### config.mk
export PLATFORM = sky130hd
export DESIGN_NAME = detector_arbiter
export DESIGN_NICKNAME = d
export VERILOG_FILES = /design/src/rtl/detector_pkg.sv /design/src/rtl/detector_arbiter_rr_pick.sv /design/src/rtl/detector_arbiter.sv
export SDC_FILE = /design/constraint.sdc
export NUM_CORES = 1
export LEC_CHECK = 0
export ABC_AREA = 1
export CORE_MARGIN = 10
export CORE_UTILIZATION = 35
export CTS_CLUSTER_DIAMETER = 120
export DETAILED_ROUTE_END_ITERATION = 8
export HOLD_SLACK_MARGIN = 0.05
export PLACE_DENSITY_LB_ADDON = 0.15
export SYNTH_ARGS = -nofsm -noshare
export SYNTH_HDL_FRONTEND = slang
export SYNTH_SLANG_ARGS = --single-unit
### constraint.sdc
create_clock -name clk -period 4.1 [get_ports clk]
set_clock_uncertainty 0.15 [all_clocks]
set_input_delay 0.615 -clock clk [delete_from_list [all_inputs] [get_ports clk]]
set_output_delay 0.615 -clock clk [all_outputs]
set_load 0.01 [all_outputs]
### src/rtl/detector_pkg.sv
// detector_pkg
//   Shared definitions for the run-detector arbiter.
//   state_t          : arbiter FSM state encoding
//   DET_CLEAR_CYCLES : cycles the detector reset is held before a burst
package detector_pkg;

  typedef enum logic [2:0] {
    ST_IDLE   = 3'd0,
    ST_CLEAR  = 3'd1,
    ST_STREAM = 3'd2,
    ST_DRAIN  = 3'd3,
    ST_REPORT = 3'd4
  } state_t;

  localparam int DET_CLEAR_CYCLES = 1;

endpackage

### src/rtl/detector_arbiter_rr_pick.sv
// rr_pick
//   Combinational round-robin picker: selects the first set request at or
//   after rr_ptr, scanning upward with wrap-around.
//   req        : request vector
//   rr_ptr     : index with the highest priority this round
//   winner     : one-hot winning request (0 when no request)
//   winner_idx : binary index of the winner
//   any        : at least one request is set
module rr_pick #(
  parameter int N  = 4,
  parameter int IW = (N > 1) ? $clog2(N) : 1
) (
  input  logic [N-1:0]  req,
  input  logic [IW-1:0] rr_ptr,
  output logic [N-1:0]  winner,
  output logic [IW-1:0] winner_idx,
  output logic          any
);

  logic [IW:0]   sum;
  logic [IW-1:0] idx;

  always_comb begin
    winner     = '0;
    winner_idx = '0;
    any        = 1'b0;
    sum        = '0;
    idx        = '0;
    for (int k = 0; k < N; k++) begin
      // rr_ptr + k stays below 2*N, so one conditional subtract is the modulo.
      sum = {1'b0, rr_ptr} + (IW+1)'(k);
      if (sum >= (IW+1)'(N)) begin
        sum = sum - (IW+1)'(N);
      end
      idx = sum[IW-1:0];
      if (!any && req[idx]) begin
        any         = 1'b1;
        winner[idx] = 1'b1;
        winner_idx  = idx;
      end
    end
  end

endmodule

### src/rtl/detector_arbiter.sv
// detector_arbiter
//   Shares one run detector among N_REQ serial requesters. Each granted
//   burst is preceded by a detector clear; z is counted while the burst
//   streams and the result is reported with a one-cycle done pulse.
//   clk, rst    : clock, asynchronous active-high reset
//   req         : per-channel request level (sampled only in IDLE)
//   burst_len   : per-channel burst length, slice i = [i*LEN_W +: LEN_W]
//   bit_in      : per-channel serial data
//   bit_rd      : one-hot, channel advances to its next bit next cycle
//   grant       : one-hot owner of the detector, 0 when idle
//   done        : one-cycle completion pulse per channel
//   hit         : z was seen high during the burst (valid with done)
//   hit_cycles  : saturating count of sampled z-high cycles (valid with done)
//   det_rst     : detector reset
//   det_w       : detector serial input
//   det_z       : detector output
module detector_arbiter
  import detector_pkg::*;
#(
  parameter int N_REQ = 4,
  parameter int LEN_W = 8
) (
  input  logic                   clk,
  input  logic                   rst,
  input  logic [N_REQ-1:0]       req,
  input  logic [N_REQ*LEN_W-1:0] burst_len,
  input  logic [N_REQ-1:0]       bit_in,
  output logic [N_REQ-1:0]       bit_rd,
  output logic [N_REQ-1:0]       grant,
  output logic [N_REQ-1:0]       done,
  output logic                   hit,
  output logic [LEN_W-1:0]       hit_cycles,
  output logic                   det_rst,
  output logic                   det_w,
  input  logic                   det_z
);

  localparam int IW    = $clog2(N_REQ);
  localparam int CLR_W = (DET_CLEAR_CYCLES > 1) ? $clog2(DET_CLEAR_CYCLES) : 1;

  state_t             state_reg, state_next;
  logic [N_REQ-1:0]   grant_reg, grant_next;
  logic [IW-1:0]      gidx_reg, gidx_next;
  logic [IW-1:0]      rr_ptr_reg, rr_ptr_next;
  logic [LEN_W-1:0]   cnt_reg, cnt_next;
  logic [CLR_W-1:0]   clr_cnt_reg, clr_cnt_next;
  logic               samp_reg, samp_next;
  logic               hit_reg, hit_next;
  logic [LEN_W-1:0]   hit_cycles_reg, hit_cycles_next;
  logic               det_rst_reg, det_rst_next;
  logic [N_REQ-1:0]   bit_rd_reg, bit_rd_next;
  logic [N_REQ-1:0]   done_reg, done_next;

  logic [LEN_W-1:0]   len_arr [N_REQ];
  logic [N_REQ-1:0]   pick_onehot;
  logic [IW-1:0]      pick_idx;
  logic               pick_any;
  logic               sample_now;

  for (genvar gi = 0; gi < N_REQ; gi++) begin : g_len
    assign len_arr[gi] = burst_len[gi*LEN_W +: LEN_W];
  end

  rr_pick #(.N(N_REQ), .IW(IW)) u_rr_pick (
    .req        (req),
    .rr_ptr     (rr_ptr_reg),
    .winner     (pick_onehot),
    .winner_idx (pick_idx),
    .any        (pick_any)
  );

  // z reflects the previous bit, so the first STREAM cycle has nothing to
  // sample yet and DRAIN picks up the result of the final bit.
  assign sample_now = ((state_reg == ST_STREAM) && samp_reg) || (state_reg == ST_DRAIN);

  always_comb begin
    state_next      = state_reg;
    grant_next      = grant_reg;
    gidx_next       = gidx_reg;
    rr_ptr_next     = rr_ptr_reg;
    cnt_next        = cnt_reg;
    clr_cnt_next    = clr_cnt_reg;
    samp_next       = samp_reg;
    hit_next        = hit_reg;
    hit_cycles_next = hit_cycles_reg;
    det_rst_next    = 1'b0;
    bit_rd_next     = '0;
    done_next       = '0;

    if (sample_now && det_z) begin
      hit_next = 1'b1;
      if (hit_cycles_reg != '1) begin
        hit_cycles_next = hit_cycles_reg + LEN_W'(1);
      end
    end

    case (state_reg)
      ST_IDLE: begin
        if (pick_any) begin
          state_next      = ST_CLEAR;
          grant_next      = pick_onehot;
          gidx_next       = pick_idx;
          cnt_next        = len_arr[pick_idx];
          clr_cnt_next    = '0;
          samp_next       = 1'b0;
          hit_next        = 1'b0;
          hit_cycles_next = '0;
          // A zero-length burst leaves the detector untouched.
          det_rst_next    = (len_arr[pick_idx] != '0);
        end
      end
      ST_CLEAR: begin
        if (cnt_reg == '0) begin
          state_next = ST_REPORT;
          done_next  = grant_reg;
        end else if (clr_cnt_reg == CLR_W'(DET_CLEAR_CYCLES - 1)) begin
          state_next  = ST_STREAM;
          bit_rd_next = grant_reg;
        end else begin
          clr_cnt_next = clr_cnt_reg + CLR_W'(1);
          det_rst_next = 1'b1;
        end
      end
      ST_STREAM: begin
        samp_next = 1'b1;
        cnt_next  = cnt_reg - LEN_W'(1);
        if (cnt_reg == LEN_W'(1)) begin
          state_next = ST_DRAIN;
        end else begin
          bit_rd_next = grant_reg;
        end
      end
      ST_DRAIN: begin
        state_next = ST_REPORT;
        done_next  = grant_reg;
      end
      ST_REPORT: begin
        state_next  = ST_IDLE;
        grant_next  = '0;
        rr_ptr_next = (gidx_reg == IW'(N_REQ - 1)) ? '0 : gidx_reg + IW'(1);
      end
      default: begin
        state_next = ST_IDLE;
        grant_next = '0;
      end
    endcase
  end

  always_ff @(posedge clk or posedge rst) begin
    if (rst) begin
      state_reg      <= ST_IDLE;
      grant_reg      <= '0;
      gidx_reg       <= '0;
      rr_ptr_reg     <= '0;
      cnt_reg        <= '0;
      clr_cnt_reg    <= '0;
      samp_reg       <= 1'b0;
      hit_reg        <= 1'b0;
      hit_cycles_reg <= '0;
      det_rst_reg    <= 1'b1;
      bit_rd_reg     <= '0;
      done_reg       <= '0;
    end else begin
      state_reg      <= state_next;
      grant_reg      <= grant_next;
      gidx_reg       <= gidx_next;
      rr_ptr_reg     <= rr_ptr_next;
      cnt_reg        <= cnt_next;
      clr_cnt_reg    <= clr_cnt_next;
      samp_reg       <= samp_next;
      hit_reg        <= hit_next;
      hit_cycles_reg <= hit_cycles_next;
      det_rst_reg    <= det_rst_next;
      bit_rd_reg     <= bit_rd_next;
      done_reg       <= done_next;
    end
  end

  assign grant      = grant_reg;
  assign bit_rd     = bit_rd_reg;
  assign done       = done_reg;
  assign hit        = hit_reg;
  assign hit_cycles = hit_cycles_reg;
  assign det_rst    = det_rst_reg;
  // DRAIN keeps the channel's last bit on the detector input.
  assign det_w      = ((state_reg == ST_STREAM) || (state_reg == ST_DRAIN)) ? bit_in[gidx_reg] : 1'b0;

endmodule

==> results.sh, run 1 <==
export IMPL_placeableCoreArea_um2=7210
export IMPL_cp_max_fo=19
export IMPL_holdCritStartpoint="hit$_DFF_PP0_"
export IMPL_dpl_worst_slack_ps=940
export IMPL_muxShareOfSynthArea_pct=0
export IMPL_most_common_layout_cells="66 x nand2_1, 65 x clkdlybuf4s50_1, 49 x nand3_1"
export IMPL_post_syn_area_um2=2590
export IMPL_clkTransAtPathRegs_ps=80
export IMPL_layout_cells_non_filler=515
export IMPL_clkLatencyLatePin_ps=290
export IMPL_p_total_mw=1.07
export IMPL_design_final_nets=469
export IMPL_cts_htree_levels=2
export IMPL_min_path_type="reg2reg"
export IMPL_timing_critical_path_to="cnt_reg[4]$_DFFE_PP0P_"
export IMPL_synthAdderAreaFrac_pct=5.32
export IMPL_max_cap_violations=0
export IMPL_syn_to_final_growth_pct=32.5
export IMPL_yosysWarningCount=0
export IMPL_critPathTopFamily="simple AND/OR/NAND/NOR gates"
export IMPL_initial_standard_cell_utilization_of_the_core_pct=35.9
export IMPL_ys_seq_area_share_pct=36.8
export IMPL_postCtsResizedCells=0
export IMPL_grt_setup_unrepaired="false"
export IMPL_worst_slew_pin_transition_ps=557
export IMPL_number_of_synthesized_flops_with_an_enable_pin=0
export IMPL_worst_r2r_cell_count=12
export IMPL_fmax_ghz=0.318
export IMPL_cts_tree="built"
export IMPL_cts_made_buffers=5
export IMPL_final_seq_area_um2=952
export IMPL_finalWorstPathRequiredPeriod_ps=3140
export IMPL_portBuffers=65
export IMPL_die_width_um=106
export IMPL_async_flop_share_pct=100
export IMPL_remaining_max_slew_budget_at_the_tightest_pin_pct=62.9
export IMPL_netlist_instances=348
export IMPL_max_clock_path_buffers=2
export IMPL_dpl_cell_count=507
export IMPL_final_cell_area_excluding_filler_cells_um2=3430
export IMPL_post_route_util_pct=47.6
export IMPL_totalWireLength_um=6830
export IMPL_vdd_drop_max_mv=0.145
export IMPL_globalRouteTotalUtil_pct=12.2
export IMPL_first_iter_violations=145
export IMPL_syn_num_nets=402
export IMPL_crit_path_start="rr_ptr_reg[0]$_DFFE_PP0N_"
export IMPL_multi_input_comb_area_um2=1420
export IMPL_hold_slack_ps=372
export IMPL_antenna_found_initial=0
export IMPL_drt_first_pass_iters=4
export IMPL_vias=2502
export IMPL_num_fill_cells=754
export IMPL_synth_distinct_cells=39
export IMPL_rr_startpoint="rr_ptr_reg[0]$_DFFE_PP0N_"
export IMPL_pwr_density_cell_nw_per_um2=313
export IMPL_io_pins=66
export IMPL_reg_to_reg_critical_path_endpoint="cnt_reg[4]$_DFFE_PP0P_"
export IMPL_setup_ws_ps=959
export IMPL_setup_tns_ps=0
export IMPL_timing_max_transition_violations_final=0
export IMPL_detail_route_antenna_nets=0
export IMPL_startpoint_type="flip-flop"
export IMPL_ys_dominant_reg_cell="dfrtp_1"
export IMPL_ctsHoldBuffers=0
export IMPL_grt_first_pass_wirelength_um=11700
export IMPL_overflow=0
export IMPL_layout_drive_gt1_share_pct=9.86
export IMPL_critical_path_endpoint_type="flip-flop"
export IMPL_synthesized_area_fraction_occupied_by_and_or_nand_nor_cells_pct=36.2
export IMPL_largest_net_degree_at_the_start_of_global_routing=39
export IMPL_dpl_cell_area_um2=3320
export IMPL_finalSetupViolations=0
export IMPL_outcome="finished, final reports clean"
export IMPL_detail_route_vias_per_cell=4.86
export IMPL_synth_seq_cells=38
export IMPL_die_height_um=106
export IMPL_design_die_area_um2=11200
export IMPL_regToRegSetupSlack_ps=960
export IMPL_globalplace_congestion=0.846
export IMPL_post_cts_setup_buffer_count=0
export IMPL_highest_cell_delay_on_the_worst_timing_path_ps=700
export IMPL_critical_path_required_ps=4100
export IMPL_critical_path_class="reg2reg"
export IMPL_timing_final_hold_violations=0
export IMPL_hpwlAfterDp_um=5390
export IMPL_row_count=31
export IMPL_synth_area_per_cell_um2=7.44
export IMPL_worstPathArrival_ps=3150
export IMPL_antenna_cells=0
export IMPL_drc=0
export IMPL_critPathBufInv=3
export IMPL_synth_top_family_by_area="simple AND/OR/NAND/NOR gates"
export IMPL_min_period_over_period_pct=76.6
export IMPL_buffer_cell_driving_the_clock_tree_root="clkbuf_8"
export IMPL_leakage_power_of_the_design_nw=1.58
export IMPL_routedWlPerCell_um=13.3
export IMPL_synth_compound_gate_area_share_pct=12.8
export IMPL_most_common_library_cell_in_the_layout_ignoring_fill_and_taps="nand2_1"
export IMPL_first_global_vias=2523
export IMPL_synth_xor_xnor_area_share_pct=0.677
export IMPL_crit_path_cell_trace="inv_2 > ha_1 > inv_1 > nand3_2 > nand2_4 > nand2_1 > nor2_1 > nand2_1 > nand2_2 > inv_1 > nand3_1 > o311ai_0"
export IMPL_critPathSlowestCell="dfrtp_1"
export IMPL_worst_path_stages=12
export IMPL_numClockSinks=38
==> cell type report <==
type | instances | share of cell area (%)
repair buffers | 66 | 19.2
clock inverters | 3 | 1.17
inverters | 44 | 4.85
flip-flops and latches | 38 | 27.8
multi-input cells | 260 | 41.4
well taps | 99 | 3.61
clock buffers | 5 | 2.01
==> routing by layer <==
layer  wire length (um)  GRT usage, %
met1               3300          15.8
met2               2930          18.8
met3                486          3.50
met4                114          4.45
met5                  0             0
==> logic make-up after synthesis <==
family | count (synthesis)
simple gates | 195
compound gates | 52
buf+inv | 50
flops | 38
fa+ha+maj | 11
xor+xnor | 2
==> worst min-delay path by stage <==
stage                                   endpoint  depth (start not counted)
after global routing               hit$_DFF_PP0_                          2
after CTS                   samp_reg$_DFFE_PP0P_                          2
final                              hit$_DFF_PP0_                          2
after floorplan           cnt_reg[3]$_DFFE_PP0P_                          2
after detailed placement    samp_reg$_DFFE_PP0P_                          2
after global placement             hit$_DFF_PP0_                          2
==> synth_stat cells (2+ instances only) <==
library cell  count  area share [%]
a21oi_2           2            0.68
o221ai_1          5             1.7
nor2_2            3            0.73
dfrtp_1          37              36
nand3_2           5             1.9
nor2_4            2            0.87
buf_2             3            0.58
o211ai_1          3            0.87
a22oi_1           4             1.2
o22ai_1           4            0.97
nand2_2          12             2.9
o311ai_0          2            0.68
nand3_1          49             9.5
nor3_1            6             1.2
nand2_1          66             9.6
nand3b_1          2            0.58
inv_1            41             5.9
a21oi_1          12             2.3
xnor2_1           2            0.68
o21ai_0          14             2.7
nand2_4           4             1.7
nor2_1           43             6.2
ha_1             11             5.3
==> worst reg2reg max path, stage by stage, from the launching register on <==
cell and delay (ps):
dfrtp_1 700, inv_2 210, ha_1 400, inv_1 150, nand3_2 110, nand2_4 110, nand2_1 80, nor2_1 130
nand2_1 100, nand2_2 290, inv_1 290, nand3_1 160, o311ai_0 130
==> power by group <==
group	total [mW]	internal (mW)	switching, mW
clock network	0.312	0.179	0.133
registers	0.454	0.413	0.0407
logic	0.306	0.162	0.144
Note: power is estimated with default switching activity, not from simulation.
==> inputs of run 2 (changes only) <==
==> constraint.sdc (replaced) <==
create_clock -name clk -period 3 [get_ports clk]
set_clock_uncertainty 0.15 [all_clocks]
set_input_delay 0.45 -clock clk [delete_from_list [all_inputs] [get_ports clk]]
set_output_delay 0.45 -clock clk [all_outputs]
set_load 0.01 [all_outputs]
==> run 2 against run 1 <==
- setup slack lost 590 ps
- count of clock-buffer cells in the layout is the same
- clock power grew 38%
- worst hold slack lost 8.8 ps
- routed wire length grew 0.28%
- sequential power grew 37%
- first-iteration DRC count shrank 37%
- utilization grew 0.62 points
- sequential cell count is the same
- critical path type unchanged
- critical endpoint is now det_rst$_DFF_PP1_
- largest power group unchanged
==> results.sh, run 2 (synthesis gave the netlist of run 1 again) <==
export IMPL_die_width_um=106
export IMPL_overflow=0
export IMPL_layout_cells_non_filler=521
export IMPL_placeableCoreArea_um2=7210
export IMPL_die_height_um=106
export IMPL_worst_slew_pin_transition_ps=543
export IMPL_syn_to_final_growth_pct=34.3
export IMPL_worstPathArrival_ps=2710
export IMPL_drt_first_pass_iters=6
export IMPL_row_count=31
export IMPL_num_fill_cells=753
export IMPL_antenna_cells=0
export IMPL_vias=2518
export IMPL_postCtsResizedCells=0
export IMPL_remaining_max_slew_budget_at_the_tightest_pin_pct=63.6
export IMPL_leakage_power_of_the_design_nw=1.61
export IMPL_first_global_vias=2504
export IMPL_cts_htree_levels=2
export IMPL_finalWorstPathRequiredPeriod_ps=2630
export IMPL_cp_max_fo=17
export IMPL_numClockSinks=38
export IMPL_layout_drive_gt1_share_pct=11.1
export IMPL_grt_first_pass_wirelength_um=11600
export IMPL_totalWireLength_um=6850
export IMPL_globalplace_congestion=0.834
export IMPL_largest_net_degree_at_the_start_of_global_routing=39
export IMPL_design_final_nets=475
export IMPL_portBuffers=65
export IMPL_max_cap_violations=0
export IMPL_critical_path_required_ps=3080
export IMPL_cts_made_buffers=5
export IMPL_min_path_type="reg2reg"
export IMPL_routedWlPerCell_um=13.1
export IMPL_final_seq_area_um2=952
export IMPL_final_cell_area_excluding_filler_cells_um2=3480
export IMPL_clkTransAtPathRegs_ps=80
export IMPL_antenna_found_initial=0
export IMPL_io_pins=66
export IMPL_max_clock_path_buffers=2
export IMPL_most_common_layout_cells="66 x nand2_1, 65 x clkdlybuf4s50_1, 49 x nand3_1"
export IMPL_p_total_mw=1.47
export IMPL_design_die_area_um2=11200
export IMPL_grt_setup_unrepaired="false"
export IMPL_ctsHoldBuffers=0
export IMPL_dpl_worst_slack_ps=324
export IMPL_most_common_library_cell_in_the_layout_ignoring_fill_and_taps="nand2_1"
export IMPL_finalSetupViolations=0
export IMPL_timing_final_hold_violations=0
export IMPL_min_period_over_period_pct=87.6
export IMPL_setup_ws_ps=371
export IMPL_hpwlAfterDp_um=5400
export IMPL_post_cts_setup_buffer_count=0
export IMPL_outcome="finished, final reports clean"
export IMPL_first_iter_violations=92
export IMPL_regToRegSetupSlack_ps=370
export IMPL_vdd_drop_max_mv=0.175
export IMPL_fmax_ghz=0.380
export IMPL_cts_tree="built"
export IMPL_timing_max_transition_violations_final=0
export IMPL_drc=0
export IMPL_globalRouteTotalUtil_pct=12.1
export IMPL_pwr_density_cell_nw_per_um2=422
export IMPL_setup_tns_ps=0
export IMPL_detail_route_vias_per_cell=4.83
export IMPL_buffer_cell_driving_the_clock_tree_root="clkbuf_8"
export IMPL_dpl_cell_area_um2=3370
export IMPL_dpl_cell_count=513
export IMPL_clkLatencyLatePin_ps=290
export IMPL_detail_route_antenna_nets=0
export IMPL_critical_path_endpoint_type="flip-flop"
export IMPL_startpoint_type="flip-flop"
export IMPL_initial_standard_cell_utilization_of_the_core_pct=35.9
export IMPL_critical_path_class="reg2reg"
export IMPL_multi_input_comb_area_um2=1420
-- run 2: report_power, final --
part           internal [mW]  leakage, nW  total [mW]  switching [mW]
combinational          0.221         1.13       0.415           0.194
sequential             0.565        0.423       0.622          0.0572
clock                  0.245       0.0579       0.431           0.186
-- run 2: routing by layer --
layer  vias up  track usage (%)  wire length (um)
li1       1299                -                 -
met1      1143             15.1              3230
met2        71             19.2              3010
met3         5             4.17               513
met4         0             3.87                90
met5         -                0                 0
-- run 2: worst paths after layout --
check	depth (start not counted)	start	to
setup / recovery	14	rr_ptr_reg[1]$_DFFE_PP0N_	det_rst$_DFF_PP1_
hold / removal	2	hit$_DFF_PP0_	hit$_DFF_PP0_
setup reg to reg	14	rr_ptr_reg[1]$_DFFE_PP0N_	det_rst$_DFF_PP1_
hold reg to reg	2	hit$_DFF_PP0_	hit$_DFF_PP0_
max in group asynchronous	3	rst	det_rst$_DFF_PP1_
min in group asynchronous	3	rst	done[2]$_DFF_PP0_
-- run 2: worst max-delay path: stages, from the launching register on --
cell and delay, ps:
dfrtp_1 510, inv_1 100, ha_1 340, inv_1 140
nand3_2 110, nand2_4 110, nand4_2 160, nand2_4 210
nand2_4 180, nand2_1 100, nand3_1 60, nand2_1 140
nand2_1 80, nor2_2 100, a21oi_2 60
-- run 2: final cells by class --
class,instances,area share [%]
inverters,44,4.79
well taps,99,3.56
multi-input cells,260,40.9
repair buffers,72,20.2
clock inverters,3,1.15
flip-flops and latches,38,27.4
clock buffers,5,1.98
-- run 2: metrics by stage --
step                      hold WS [ps]  util [%]
after global placement             344      46.7
after detailed placement           354      46.7
after floorplan                    330         -
after CTS                          372      48.2
final                              363      48.2
after global routing               394      48.2
